File: config.mk
export PLATFORM = sky130hd
export DESIGN_NAME = traffic_intersection_ctrl
export DESIGN_NICKNAME = d
export VERILOG_FILES = /design/src/rtl/traffic_pkg.sv /design/src/rtl/rr_next_dir.sv /design/src/rtl/traffic_intersection_ctrl.sv
export SDC_FILE = /design/constraint.sdc
export NUM_CORES = 1
export LEC_CHECK = 0
export ABC_AREA = 1
export BUFFER_PORTS_ARGS = -buffer_cell sky130_fd_sc_hd__buf_4
export CELL_PAD_IN_SITES_DETAIL_PLACEMENT = 2
export CELL_PAD_IN_SITES_GLOBAL_PLACEMENT = 2
export CORE_MARGIN = 2
export CORE_UTILIZATION = 34
export CTS_CLUSTER_DIAMETER = 30
export DETAILED_ROUTE_END_ITERATION = 16
export PLACE_DENSITY_LB_ADDON = 0.1
export SLEW_MARGIN = 20
export SYNTH_ARGS = -nofsm -noshare
export SYNTH_HDL_FRONTEND = slang
export SYNTH_HIERARCHICAL = 1
export SYNTH_SLANG_ARGS = --single-unit
File: constraint.sdc
create_clock -name clock -period 5.9 [get_ports clock]
set_input_delay 0.295 -clock clock [delete_from_list [all_inputs] [get_ports clock]]
set_output_delay 0.295 -clock clock [all_outputs]
set_load 0.02 [all_outputs]
File: src/rtl/traffic_pkg.sv
// rtl/traffic_pkg.sv - phase encoding and index-width helper shared by the intersection controller
package traffic_pkg;

    typedef enum logic [1:0] {
        PH_GREEN  = 2'd0,
        PH_YELLOW = 2'd1,
        PH_ALLRED = 2'd2,
        PH_FLASH  = 2'd3
    } phase_e;

    // Never returns less than 1, so a two-approach build still gets a 1-bit index.
    function automatic int clog2(input int n);
        int w;
        w = 1;
        while ((1 << w) < n) begin
            w = w + 1;
        end
        return w;
    endfunction

endpackage

File: src/rtl/rr_next_dir.sv
// rtl/rr_next_dir.sv - round-robin search for the next pending approach after the current one
module rr_next_dir #(
    parameter int NUM_DIR = 4,
    parameter int IW      = 2
) (
    input  logic [NUM_DIR-1:0] pending_i,
    input  logic [IW-1:0]      cur_i,
    output logic [IW-1:0]      next_o,
    output logic               found_o
);

    logic [IW-1:0] idx;

    // Walk offsets from farthest to nearest so the nearest pending approach is the last one written.
    always_comb begin
        next_o  = cur_i;
        found_o = 1'b0;
        idx     = cur_i;
        for (int off = NUM_DIR; off >= 1; off--) begin
            idx = IW'((int'(cur_i) + off) % NUM_DIR);
            if (pending_i[idx]) begin
                found_o = 1'b1;
                next_o  = idx;
            end
        end
    end

endmodule

File: src/rtl/traffic_intersection_ctrl.sv
// rtl/traffic_intersection_ctrl.sv - round-robin intersection controller with tick-timed phases and night flash
module traffic_intersection_ctrl
    import traffic_pkg::*;
#(
    parameter int NUM_DIR   = 4,
    parameter int TW        = 8,
    parameter int GREEN_MIN = 4,
    parameter int YELLOW_T  = 2,
    parameter int ALLRED_T  = 1,
    parameter int FLASH_T   = 2
) (
    input  logic                        clock,
    input  logic                        reset,
    input  logic                        tick,
    input  logic [NUM_DIR-1:0]          req,
    input  logic                        night,
    output logic [NUM_DIR-1:0]          red,
    output logic [NUM_DIR-1:0]          yellow,
    output logic [NUM_DIR-1:0]          green,
    output logic [clog2(NUM_DIR)-1:0]   active_dir,
    output logic [1:0]                  phase
);

    localparam int                 IW  = clog2(NUM_DIR);
    localparam logic [NUM_DIR-1:0] ONE = NUM_DIR'(1);

    phase_e             phase_q, phase_d;
    logic [IW-1:0]      active_q, active_d;
    logic [TW-1:0]      timer_q, timer_d;
    logic [NUM_DIR-1:0] pending_q, pending_d;
    logic [NUM_DIR-1:0] red_q, red_d, yellow_q, yellow_d, green_q, green_d;
    logic               flash_q, flash_d;
    logic               after_flash_q, after_flash_d;

    logic [IW-1:0]      rr_next;
    logic               rr_found;
    logic               expiry;
    logic [NUM_DIR-1:0] foreign;
    logic [NUM_DIR-1:0] active_mask;

    rr_next_dir #(
        .NUM_DIR (NUM_DIR),
        .IW      (IW)
    ) u_rr (
        .pending_i (pending_q),
        .cur_i     (active_q),
        .next_o    (rr_next),
        .found_o   (rr_found)
    );

    always_comb begin
        phase_d       = phase_q;
        active_d      = active_q;
        flash_d       = flash_q;
        after_flash_d = after_flash_q;
        pending_d     = pending_q | req;
        expiry        = tick && (timer_q == '0);
        foreign       = pending_q & ~(ONE << active_q);
        timer_d       = (tick && (timer_q != '0)) ? timer_q - TW'(1) : timer_q;

        case (phase_q)
            PH_GREEN: begin
                // With the minimum green served and no foreign demand the timer sits at zero: rest in green.
                if (tick && (night || ((timer_q == '0) && (|foreign)))) begin
                    phase_d = PH_YELLOW;
                    timer_d = TW'(YELLOW_T - 1);
                end
            end
            PH_YELLOW: begin
                if (expiry) begin
                    phase_d = PH_ALLRED;
                    timer_d = TW'(ALLRED_T - 1);
                end
            end
            PH_ALLRED: begin
                if (expiry) begin
                    if (night) begin
                        phase_d       = PH_FLASH;
                        timer_d       = TW'(FLASH_T - 1);
                        flash_d       = 1'b1;
                        after_flash_d = 1'b0;
                    end else begin
                        phase_d       = PH_GREEN;
                        timer_d       = TW'(GREEN_MIN - 1);
                        after_flash_d = 1'b0;
                        if (after_flash_q) begin
                            active_d = '0;
                        end else if (rr_found) begin
                            active_d = rr_next;
                        end
                        // Clear beats a same-cycle set; a held request re-latches on the next clock.
                        pending_d = pending_d & ~(ONE << active_d);
                    end
                end
            end
            PH_FLASH: begin
                if (tick && !night) begin
                    phase_d       = PH_ALLRED;
                    timer_d       = TW'(ALLRED_T - 1);
                    after_flash_d = 1'b1;
                end else if (expiry) begin
                    flash_d = ~flash_q;
                    timer_d = TW'(FLASH_T - 1);
                end
            end
            default: begin
                phase_d = PH_GREEN;
            end
        endcase

        active_mask = ONE << active_d;
        green_d     = '0;
        yellow_d    = '0;
        red_d       = '0;
        case (phase_d)
            PH_GREEN: begin
                green_d = active_mask;
                red_d   = ~active_mask;
            end
            PH_YELLOW: begin
                yellow_d = active_mask;
                red_d    = ~active_mask;
            end
            PH_ALLRED: begin
                red_d = '1;
            end
            PH_FLASH: begin
                yellow_d = {NUM_DIR{flash_d}};
            end
            default: begin
                red_d = '1;
            end
        endcase
    end

    always_ff @(posedge clock) begin
        if (reset) begin
            phase_q       <= PH_GREEN;
            active_q      <= '0;
            timer_q       <= TW'(GREEN_MIN - 1);
            pending_q     <= '0;
            flash_q       <= 1'b0;
            after_flash_q <= 1'b0;
            green_q       <= ONE;
            red_q         <= ~ONE;
            yellow_q      <= '0;
        end else begin
            phase_q       <= phase_d;
            active_q      <= active_d;
            timer_q       <= timer_d;
            pending_q     <= pending_d;
            flash_q       <= flash_d;
            after_flash_q <= after_flash_d;
            green_q       <= green_d;
            red_q         <= red_d;
            yellow_q      <= yellow_d;
        end
    end

    assign red        = red_q;
    assign yellow     = yellow_q;
    assign green      = green_q;
    assign active_dir = active_q;
    assign phase      = phase_q;

endmodule

==> results of run 1 <==
-- how the worst max path moves through the flow --
stage,start,to,slack [ns],cells after the start
after floorplan,active_dir[1],yellow[2],3.74,17
after global placement,active_dir[0],yellow[2],3.38,17
after detailed placement,active_dir[0],yellow[2],3.27,17
after CTS,active_dir[0],yellow[2],3.26,16
after global routing,active_dir[0],yellow[2],3.02,16
final,active_dir[0],yellow[2],3.31,17
-- layer usage --
metal  part of all wire  GRT usage  vias up
met5                  0          0        -
met4             0.0084    0.04762        0
met3              0.020    0.04472        6
met2               0.51     0.3500       12
met1               0.46     0.2357      770
li1                   -          -      805
-- cells in the mapped netlist (all sizes together) --
cell type	number
xnor2	2
a21oi	10
ha	2
and2	1
xor2	4
nand3	15
inv	26
nand2	67
clkinv	2
o21ai	16
a31oi	2
nand4	11
nor2	37
clkbuf	1
nor3	6
buf	1
dfxtp	30
-- worst register-to-register path: stages, from the launching register on --
cell	delay, ns
sky130_fd_sc_hd__dfxtp_1	0.76
sky130_fd_sc_hd__inv_8	0.09
sky130_fd_sc_hd__nand2_2	0.09
sky130_fd_sc_hd__nand2_2	0.06
sky130_fd_sc_hd__nand2_1	0.10
sky130_fd_sc_hd__nand2_2	0.08
sky130_fd_sc_hd__a21oi_1	0.15
sky130_fd_sc_hd__nand2_1	0.12
sky130_fd_sc_hd__inv_1	0.10
sky130_fd_sc_hd__nor2_1	0.04
sky130_fd_sc_hd__nor3_1	0.21
sky130_fd_sc_hd__nand4_1	0.19
sky130_fd_sc_hd__nand2_4	0.15
sky130_fd_sc_hd__clkinv_4	0.07
sky130_fd_sc_hd__nand2_2	0.09
sky130_fd_sc_hd__nor2_1	0.05
sky130_fd_sc_hd__nor2_1	0.08
sky130_fd_sc_hd__nor2_1	0.05
-- state kept, by name, indices dropped and copies added, names as in the netlist --
signal and cells:
pending_q 4, phase 2, yellow 4, green 4, timer_q 8, after_flash_q 1, red 4, active_dir 2
flash_q 1
-- power breakdown --
group	total [mW]	switching, mW	internal, mW
clock network	0.179	0.0852	0.0937
registers	0.217	0.00659	0.210
logic	0.0780	0.0502	0.0278
total	0.473	0.142	0.331
-- cells by family (layout without fill, tap and decap cells) --
logic type | count (synthesis) | after routing | share of synthesized area
buf+inv | 30 | 59 | 0.07828
xor+xnor | 6 | 6 | 0.03102
compound gates | 28 | 28 | 0.08862
simple gates | 137 | 137 | 0.4328
fa+ha+maj | 2 | 2 | 0.01477
flops | 30 | 30 | 0.3545
-- final cells by class --
type	instances	area [um^2]
timing repair buffer	23	172.7
tap	67	83.83
clock buffer	6	82.58
multi-input combinational	173	960.9
fill	562	2724
clock inverter	2	12.51
inverter	28	117.6
sequential	30	600.6
-- metrics by stage --
stage          cells  total power [mW]
2_1_floorplan    233            0.2748
3_3_place_gp     321            0.2977
3_5_place_dp     321            0.3001
4_1_cts          329            0.4810
5_1_grt          329            0.5021
6_report         329            0.4734
-- cell usage in the layout (no fill, tap or decap), types with 2 or more instances in the layout --
cell	n
sky130_fd_sc_hd__nand2_4	5
sky130_fd_sc_hd__xnor2_1	2
sky130_fd_sc_hd__xor2_1	4
sky130_fd_sc_hd__nand3_1	14
sky130_fd_sc_hd__nand2_2	18
sky130_fd_sc_hd__o21ai_0	13
sky130_fd_sc_hd__ha_1	2
sky130_fd_sc_hd__nand4_1	9
sky130_fd_sc_hd__buf_4	23
sky130_fd_sc_hd__nor3_1	3
sky130_fd_sc_hd__nand4_2	2
sky130_fd_sc_hd__dfxtp_1	30
sky130_fd_sc_hd__nor2_1	29
sky130_fd_sc_hd__clkbuf_8	6
sky130_fd_sc_hd__a21oi_1	10
sky130_fd_sc_hd__nor2_2	6
sky130_fd_sc_hd__inv_2	2
sky130_fd_sc_hd__a31oi_1	2
sky130_fd_sc_hd__nand2_1	44
sky130_fd_sc_hd__nor3_2	2
sky130_fd_sc_hd__inv_1	23
sky130_fd_sc_hd__o21ai_2	2
==> flow_metrics.env, run 1 <==
export IMPL_floorplan_initialDensity=0.3563
export IMPL_number_of_global_route_vias_before_repair=1722
export IMPL_cts_hold_fix_buffers=0
export IMPL_dp_slack_ns=3.270
export IMPL_ant_nets=0
export IMPL_clkSlewWorstSetupHoldPaths_ns=0.07
export IMPL_finalNetCount=271
export IMPL_gp_congestion=0.8427
export IMPL_core_area_mm2=0.004755
export IMPL_drt_pass1_iter_count=4
export IMPL_worstSetupEndpointType="flip-flop"
export IMPL_synth_top_area_cell="sky130_fd_sc_hd__dfxtp_1"
export IMPL_power_density_cell_area_mw_per_mm2=233.1
export IMPL_yosysSeqAreaShare=0.3545
export IMPL_cpPeakStageDelay_ns=0.76
export IMPL_min_path_type="input port to flip-flop"
export IMPL_rr_startpoint="active_dir[0]"
export IMPL_area_enclosed_by_the_die_boundary_mm2=0.005564
export IMPL_maxCapViolations=0
export IMPL_synth_top_cell_area_share=0.3545
export IMPL_detailed_place_hpwl_um=3732
export IMPL_tritoncts_buffers=5
export IMPL_numPortBuffers=23
export IMPL_postSynthNetCount=243
export IMPL_path_delay_family="simple AND/OR/NAND/NOR gates"
export IMPL_totalWireLength_um=4783
export IMPL_final_max_slew_viol_count=0
export IMPL_rows=25
export IMPL_worst_slew_pin_transition_ns=0.6836
export IMPL_dr_first_iter_drc_count=50
export IMPL_rsz0062_at_grt="false"
export IMPL_slew_headroom=0.5437
export IMPL_htree_num_levels=2
export IMPL_cts_repair_resize_count=0
export IMPL_cts_max_path_buffers=2
export IMPL_via_density=4.842
export IMPL_timing_critical_path_arrival_ns=2.76
export IMPL_synth_lib_cells_used_distinct=31
export IMPL_timing_hold_worst_start="reset"
export IMPL_crit_chain="inv_8, nand2_2, nand2_2, nand2_1, nand2_2, a21oi_1, nand2_1, inv_1, nor2_1, nor3_1, nand4_1, nand2_4, clkinv_4, nand2_2, nor2_1, nor2_1, nor2_1"
export IMPL_ys_ff_latch=30
export IMPL_worst_ir_drop_vdd_uv=134.4
export IMPL_postLayoutCoreUtil=0.4271
export IMPL_global_route_wire_length_before_repair_um=8204
export IMPL_run_status="finished clean"
export IMPL_grt_max_degree=17
export IMPL_regToRegEndpoint="yellow[2]"
export IMPL_min_delay_worst_endpoint="after_flash_q"
export IMPL_overflow_left_after_global_routing=0
export IMPL_cp_num_buf_inv=3
export IMPL_synth_top_cells_by_area="sky130_fd_sc_hd__dfxtp_1, sky130_fd_sc_hd__nand2_1, sky130_fd_sc_hd__nand2_2"
export IMPL_worst_clock_skew_ns=0.004728
export IMPL_tritoncts="done"
export IMPL_post_route_worst_setup_slack_ns=3.313
export IMPL_synthToLayoutAreaGrowth_pct=19.87
export IMPL_route_vias_total=1593
export IMPL_floorplan_die_height_um=74.59
export IMPL_initial_antenna_violation_count=0
export IMPL_final_area_mm2=0.002031
export IMPL_worstSetupPathType="flip-flop to flip-flop"
export IMPL_drive_gt1_frac=0.2863
export IMPL_antenna_cells_inserted=0
export IMPL_finish_stage_setup_viols=0
export IMPL_clock_tree_root_cell="sky130_fd_sc_hd__clkbuf_8"
export IMPL_share_of_the_cycle_needed_by_the_critical_path_after_routing=0.4385
export IMPL_postPlaceCellArea_mm2=0.001936
export IMPL_holdPathStages=2
export IMPL_wl_per_cell_um=14.54
export IMPL_depth_of_the_worst_register_to_register_path=17
export IMPL_crit_path_top_delay_cell="sky130_fd_sc_hd__dfxtp_1"
export IMPL_whs_ns=0.2747
export IMPL_max_freq_mhz=386.6
export IMPL_synth_cell_area_mm2=0.001694
export IMPL_cts_num_sinks=30
export IMPL_netlist_instances=233
export IMPL_hold_viol_final=0
export IMPL_critical_path_fanouts_max=16
export IMPL_setup_tns_final_ns=0
export IMPL_critPathLaunchType="flip-flop"
export IMPL_final_min_clock_period_ns=2.587
export IMPL_worst_ep_required_time_ns=6.08
export IMPL_postSynthAreaPerCell_um2=7.271
export IMPL_grt_use_total=0.1952
export IMPL_p_leak_nw=0.9392
export IMPL_top_level_ports=24
export IMPL_insertion_delay_ns=0.28
export IMPL_yosys_warnings=6
export IMPL_worst_r2r_setup_slack_ns=3.31
export IMPL_post_cts_setup_buffer_count=0
export IMPL_detail_route_drc_violations=0
export IMPL_fp_dieW_um=74.59
No activity file was read; power rests on OpenSTA's default activity.
==> inputs of run 2 (changes only) <==
--- a/config.mk
+++ b/config.mk
@@ -5,7 +5,7 @@
 export SDC_FILE = /design/constraint.sdc
 export NUM_CORES = 1
 export LEC_CHECK = 0
-export ABC_AREA = 1
+export ABC_AREA = 0
 export BUFFER_PORTS_ARGS = -buffer_cell sky130_fd_sc_hd__buf_4
 export CELL_PAD_IN_SITES_DETAIL_PLACEMENT = 2
 export CELL_PAD_IN_SITES_GLOBAL_PLACEMENT = 2
==> constraint.sdc (replaced) <==
create_clock -name clock -period 2.45 [get_ports clock]
set_input_delay 0.1225 -clock clock [delete_from_list [all_inputs] [get_ports clock]]
set_output_delay 0.1225 -clock clock [all_outputs]
set_load 0.02 [all_outputs]
==> flow_metrics.env, run 2 <==
export IMPL_run_status="finished clean"
export IMPL_worstSetupEndpointType="flip-flop"
export IMPL_final_max_slew_viol_count=0
export IMPL_total_power_mw=1.150
export IMPL_yosys_mux_area_fraction=0.03733
export IMPL_worst_ir_drop_vdd_uv=415.2
export IMPL_postSynthAreaPerCell_um2=8.989
export IMPL_synth_simple_gate_area_share=0.2675
export IMPL_antenna_cells_inserted=0
export IMPL_synth_top_cell_area_share=0.3733
export IMPL_final_area_mm2=0.002012
export IMPL_highest_count_cells_in_the_layout_ignoring_fill_and_taps="sky130_fd_sc_hd__buf_4, sky130_fd_sc_hd__dfxtp_1, sky130_fd_sc_hd__nor3_1"
export IMPL_yosys_warnings=6
export IMPL_area_enclosed_by_the_die_boundary_mm2=0.005299
export IMPL_min_path_type="input port to flip-flop"
export IMPL_tritoncts_buffers=5
export IMPL_postSynthNetCount=189
export IMPL_worst_clock_skew_ns=0.003109
export IMPL_ys_ff_latch=30
export IMPL_worstSetupPathType="flip-flop to flip-flop"
export IMPL_finalNetCount=221
export IMPL_final_min_clock_period_ns=2.293
export IMPL_postSynth_asyncResetShare=0
export IMPL_synth_top_cells_by_area="sky130_fd_sc_hd__dfxtp_1, sky130_fd_sc_hd__nor3_1, sky130_fd_sc_hd__mux2i_1"
export IMPL_timing_critical_path_arrival_ns=2.50
export IMPL_wl_per_cell_um=18.36
export IMPL_cp_num_buf_inv=3
export IMPL_synth_lib_cells_used_distinct=55
export IMPL_global_route_wire_length_before_repair_um=8197
export IMPL_floorplan_die_height_um=72.80
export IMPL_cts_max_path_buffers=2
export IMPL_synth_top_area_cell="sky130_fd_sc_hd__dfxtp_1"
export IMPL_cts_num_sinks=30
export IMPL_grt_max_degree=25
export IMPL_gp_congestion=0.8310
export IMPL_post_route_worst_setup_slack_ns=0.1570
export IMPL_insertion_delay_ns=0.28
export IMPL_p_leak_nw=0.8166
export IMPL_clkSlewWorstSetupHoldPaths_ns=0.06
export IMPL_netlist_instances=179
export IMPL_maxCapViolations=0
export IMPL_synthToLayoutAreaGrowth_pct=25.04
export IMPL_grt_use_total=0.2022
export IMPL_route_vias_total=1527
export IMPL_hold_viol_final=0
export IMPL_rows=25
export IMPL_overflow_left_after_global_routing=0
export IMPL_critPathLaunchType="flip-flop"
export IMPL_synth_top_cells_by_count="sky130_fd_sc_hd__dfxtp_1, sky130_fd_sc_hd__nor3_1, sky130_fd_sc_hd__nor2_1, sky130_fd_sc_hd__o21ai_0, sky130_fd_sc_hd__inv_1"
export IMPL_drive_gt1_frac=0.2830
export IMPL_final_common_cell="sky130_fd_sc_hd__buf_4"
export IMPL_power_density_cell_area_mw_per_mm2=571.5
export IMPL_initial_antenna_violation_count=0
export IMPL_clock_tree_root_cell="sky130_fd_sc_hd__clkbuf_8"
export IMPL_dp_slack_ns=-0.05797
export IMPL_detail_route_drc_violations=0
export IMPL_crit_path_top_delay_cell="sky130_fd_sc_hd__or3b_2"
export IMPL_synth_fa_ha_area_frac=0.01555
export IMPL_tritoncts="done"
export IMPL_drt_pass1_iter_count=4
export IMPL_postPlaceCellArea_mm2=0.001876
export IMPL_setup_tns_final_ns=0
export IMPL_htree_num_levels=2
export IMPL_fp_dieW_um=72.80
export IMPL_top_level_ports=24
export IMPL_slew_headroom=0.4988
export IMPL_floorplan_initialDensity=0.3476
export IMPL_number_of_global_route_vias_before_repair=1614
export IMPL_timing_critical_path_mode_cell="sky130_fd_sc_hd__buf_4"
export IMPL_synth_most_common_cell="sky130_fd_sc_hd__dfxtp_1"
export IMPL_dr_first_iter_drc_count=63
export IMPL_synth_top_flop_cell="sky130_fd_sc_hd__dfxtp_1"
export IMPL_register_ranked_first_by_flip_flop_count="timer_q"
export IMPL_critical_path_fanouts_max=7
export IMPL_detailed_place_hpwl_um=3625
export IMPL_share_of_the_cycle_needed_by_the_critical_path_after_routing=0.9359
export IMPL_yosysSeqAreaShare=0.3733
export IMPL_crit_chain="inv_1, ha_1, or3b_4, nor4_4, buf_4, buf_4, or3b_2, a211o_1, o21ai_1"
export IMPL_cpPeakStageDelay_ns=0.45
export IMPL_ant_nets=0
export IMPL_share_of_the_synthesized_area_in_compound_gates_ao_oa_aoi_oai=0.2325
export IMPL_synth_cell_area_mm2=0.001609
export IMPL_finish_stage_setup_viols=0
export IMPL_totalWireLength_um=4884
export IMPL_rsz0062_at_grt="false"
export IMPL_numPortBuffers=23
export IMPL_path_delay_family="simple AND/OR/NAND/NOR gates"
export IMPL_worst_slew_pin_transition_ns=0.7468
export IMPL_core_area_mm2=0.004629
export IMPL_synthXorXnorAreaFrac=0.02722
export IMPL_via_density=5.741
export IMPL_post_synth_edffs=0
export IMPL_max_freq_mhz=436.1
export IMPL_largest_register_ffs=8
export IMPL_largest_family_of_logic_cells_by_synthesized_area="simple AND/OR/NAND/NOR gates"
export IMPL_worst_ep_required_time_ns=2.66
run 2: path summary, 6_finish.rpt:
path	slack [ns]	start	endpoint	cells after the start
setup / recovery	0.16	timer_q[1]	yellow[1]	9
setup reg to reg	0.16	timer_q[1]	yellow[1]	9
hold / removal	0.08	req[1]	pending_q[1]	2
hold reg to reg	0.53	after_flash_q	after_flash_q	2
run 2: cell families (layout without fill, tap and decap cells):
group	Yosys count	in the layout
AO/OA/AOI/OAI	48	48
flip-flops	30	30
adder cells (fa/ha/maj)	2	2
AND/OR/NAND/NOR	70	70
buffers and inverters	18	51
XOR/XNOR	5	5
multiplexers	6	6
run 2: where the power goes:
group | switching, mW | leakage, nW | internal (mW)
combinational | 0.0909 | 0.515 | 0.0590
sequential | 0.0164 | 0.244 | 0.502
clock | 0.183 | 0.0579 | 0.299
total | 0.290 | 0.817 | 0.860
run 2: per-layer routing:
metal / wire, um / global-route usage / share of wire
met2: 2483 / 0.3596 / 0.51
met4: 59 / 0.06379 / 0.012
met3: 134 / 0.03453 / 0.027
met1: 2207 / 0.2470 / 0.45
met5: 0 / 0 / 0
run 2: layout make-up:
cell class                      instances  area, um^2
Clock buffer                            5       68.82
Inverter                                9       33.78
Multi-Input combinational cell        131       944.7
Sequential cell                        30       601.8
Tap cell                               54       67.56
Fill cell                             526        2618
Clock inverter                          3       40.04
Timing Repair Buffer                   34       255.2
run 2: worst reg2reg max path, stage by stage, from the launching register on:
cell                      delay [ns]
sky130_fd_sc_hd__dfxtp_1        0.38
sky130_fd_sc_hd__inv_1          0.10
sky130_fd_sc_hd__ha_1           0.20
sky130_fd_sc_hd__or3b_4         0.29
sky130_fd_sc_hd__nor4_4         0.06
sky130_fd_sc_hd__buf_4          0.16
sky130_fd_sc_hd__buf_4          0.14
sky130_fd_sc_hd__or3b_2         0.45
sky130_fd_sc_hd__a211o_1        0.33
sky130_fd_sc_hd__o21ai_1        0.12
run 2: timing repair:
action | 4_1_cts | 5_1_grt
gates resized for setup | 0 | 4
hold buffers | 0 | 0
cloned | 0 | 0
pin swaps | 1 | 0
buffers inserted | 2 | 0
setup endpoints to repair | 5 | 10
run 2: through the flow:
step,hold slack [ns],instances,util
2_1_floorplan,0.2063,179,-
3_3_place_gp,0.3581,256,0.4051
3_5_place_dp,0.3557,256,0.4051
4_1_cts,0.06644,266,0.4319
5_1_grt,0.06888,266,0.4346
6_report,0.07563,266,0.4346
==> inputs of run 3 (changes only) <==
--- a/config.mk
+++ b/config.mk
@@ -6,10 +6,10 @@
 export NUM_CORES = 1
 export LEC_CHECK = 0
 export ABC_AREA = 0
+export ABC_CLOCK_PERIOD_IN_PS = 2450
 export BUFFER_PORTS_ARGS = -buffer_cell sky130_fd_sc_hd__buf_4
 export CELL_PAD_IN_SITES_DETAIL_PLACEMENT = 2
 export CELL_PAD_IN_SITES_GLOBAL_PLACEMENT = 2
-export CORE_MARGIN = 2
 export CORE_UTILIZATION = 34
 export CTS_CLUSTER_DIAMETER = 30
 export DETAILED_ROUTE_END_ITERATION = 16
==> constraint.sdc (replaced) <==
create_clock -name clock -period 2.45 [get_ports clock]
set_input_delay 0.1225 -clock clock [delete_from_list [all_inputs] [get_ports clock]]
set_output_delay 0.1225 -clock clock [all_outputs]
set_load 0.1 [all_outputs]
==> flow_metrics.env, run 3 (synthesis results as in run 2) <==
export IMPL_run_status="finished clean"
export IMPL_share_of_the_cycle_needed_by_the_critical_path_after_routing=0.9717
export IMPL_route_vias_total=1567
export IMPL_power_density_cell_area_mw_per_mm2=640.4
export IMPL_worst_ir_drop_vdd_uv=439.6
export IMPL_critPathLaunchType="flip-flop"
export IMPL_final_max_slew_viol_count=0
export IMPL_initial_antenna_violation_count=0
export IMPL_crit_chain="inv_1, ha_1, or3b_4, nor4_4, buf_4, buf_4, or3b_2, a211o_1, o21ai_1"
export IMPL_grt_use_total=0.2194
export IMPL_register_ranked_first_by_flip_flop_count="timer_q"
export IMPL_worstSetupPathType="flip-flop to flip-flop"
export IMPL_final_min_clock_period_ns=2.381
export IMPL_synthToLayoutAreaGrowth_pct=28.93
export IMPL_cts_max_path_buffers=2
export IMPL_top_level_ports=24
export IMPL_post_place_cells=254
export IMPL_worst_slew_pin_transition_ns=0.5281
export IMPL_drt_pass1_iter_count=6
export IMPL_p_leak_nw=0.8423
export IMPL_floorplan_initialDensity=0.3620
export IMPL_numPortBuffers=23
export IMPL_number_of_global_route_vias_before_repair=1674
export IMPL_fillcell_total=494
export IMPL_cp_num_buf_inv=3
export IMPL_hold_viol_final=0
export IMPL_area_enclosed_by_the_die_boundary_mm2=0.005012
export IMPL_path_delay_family="simple AND/OR/NAND/NOR gates"
export IMPL_global_route_wire_length_before_repair_um=8521
export IMPL_cts_num_sinks=30
export IMPL_min_path_type="input port to flip-flop"
export IMPL_antenna_cells_inserted=0
export IMPL_overflow_left_after_global_routing=0
export IMPL_cpPeakStageDelay_ns=0.46
export IMPL_totalWireLength_um=5472
export IMPL_drive_gt1_frac=0.3070
export IMPL_critical_path_fanouts_max=9
export IMPL_ant_nets=0
export IMPL_tritoncts="done"
export IMPL_worst_ep_required_time_ns=2.66
export IMPL_core_area_mm2=0.004444
export IMPL_finalNetCount=224
export IMPL_rsz0062_at_grt="false"
export IMPL_floorplan_die_height_um=70.80
export IMPL_worst_clock_skew_ns=0.01050
export IMPL_htree_num_levels=2
export IMPL_detail_route_drc_violations=0
export IMPL_final_common_cell="sky130_fd_sc_hd__buf_4"
export IMPL_crit_path_top_delay_cell="sky130_fd_sc_hd__or3b_2"
export IMPL_tritoncts_buffers=5
export IMPL_finish_stage_setup_viols=0
export IMPL_detailed_place_hpwl_um=3781
export IMPL_stdcell_count=267
export IMPL_via_density=5.869
export IMPL_highest_count_cells_in_the_layout_ignoring_fill_and_taps="sky130_fd_sc_hd__buf_4, sky130_fd_sc_hd__dfxtp_1, sky130_fd_sc_hd__nor3_1"
export IMPL_insertion_delay_ns=0.28
export IMPL_timing_critical_path_arrival_ns=2.59
export IMPL_clock_tree_root_cell="sky130_fd_sc_hd__clkbuf_8"
export IMPL_largest_register_ffs=8
export IMPL_grt_max_degree=25
export IMPL_dr_first_iter_drc_count=99
export IMPL_cts_hold_fix_buffers=0
export IMPL_timing_critical_path_mode_cell="sky130_fd_sc_hd__buf_4"
export IMPL_slew_headroom=0.6479
export IMPL_worstSetupEndpointType="flip-flop"
export IMPL_gp_congestion=0.8253
export IMPL_maxCapViolations=0
export IMPL_fp_dieW_um=70.80
export IMPL_max_freq_mhz=420.0
export IMPL_clkSlewWorstSetupHoldPaths_ns=0.07
export IMPL_rows=24
export IMPL_wl_per_cell_um=20.49
export IMPL_total_power_mw=1.329
[run 3: changes by cell type in the layout (fill, tap and decap cells not counted), sizes merged]
cell	before	now
buf	34	37
clkinv	2	0
bufinv	1	2
clkbuf	5	6
[run 3: what timing repair did]
item,CTS,global route
hold endpoints to repair,0,0
pin swaps,1,0
endpoints found under the setup margin,11,12
setup buffers,2,3
resized for setup,1,4
gates cloned,0,0
[run 3: path summary, 6_finish.rpt]
path / from / end / slack [ns] / cells past startpoint
worst max-delay path: timer_q[0] / yellow[1] / 0.07 / 9
worst min-delay path: req[1] / pending_q[1] / 0.07 / 2
worst max register to register: timer_q[0] / yellow[1] / 0.07 / 9
worst min register to register: timer_q[1] / timer_q[1] / 0.56 / 1
[run 3: cell type report]
class                   count  area, um^2  area share
clock buffers               6       82.58     0.03981
clock inverters             2       60.06     0.02895
inverters                   9       33.78     0.01628
multi-input cells         131       950.9      0.4584
flip-flops and latches     30       604.3      0.2913
well taps                  52       65.06     0.03136
repair buffers             37       277.8      0.1339
[run 3: worst reg2reg max path: stages (launching register included)]
cell and delay, ns:
sky130_fd_sc_hd__dfxtp_2 0.38, sky130_fd_sc_hd__inv_1 0.12, sky130_fd_sc_hd__ha_1 0.24, sky130_fd_sc_hd__or3b_4 0.29
sky130_fd_sc_hd__nor4_4 0.06, sky130_fd_sc_hd__buf_4 0.16, sky130_fd_sc_hd__buf_4 0.14, sky130_fd_sc_hd__or3b_2 0.46
sky130_fd_sc_hd__a211o_1 0.34, sky130_fd_sc_hd__o21ai_1 0.13
[run 3: power by group]
part	internal (mW)	switching [mW]	leakage, nW
clock network	0.434	0.192	0.0714
logic	0.0624	0.119	0.526
registers	0.502	0.0191	0.245
[run 3: metrics by stage]
| stage | instance area, um^2 | worst slack [ns] | TNS (ns) | util | hold slack, ns |
|---|---|---|---|---|---|
| floorplan | 1612 | 0.009066 | 0 | - | 0.2063 |
| global placement | 1876 | 0.1109 | 0 | 0.4220 | 0.3463 |
| detailed placement | 1876 | -0.1126 | -0.5526 | 0.4220 | 0.3599 |
| CTS | 2039 | 0.02434 | 0 | 0.4589 | 0.06861 |
| global route | 2074 | 0.0006910 | 0 | 0.4668 | 0.05958 |
| finish | 2074 | 0.06923 | 0 | 0.4668 | 0.07279 |
[run 3: layer usage]
layer | part of all wire | GRT usage | wire, um
met1 | 0.42 | 0.2396 | 2281
met5 | 0 | 0 | 0
met4 | 0.0084 | 0.04667 | 46
met2 | 0.55 | 0.4338 | 3005
met3 | 0.025 | 0.04274 | 138
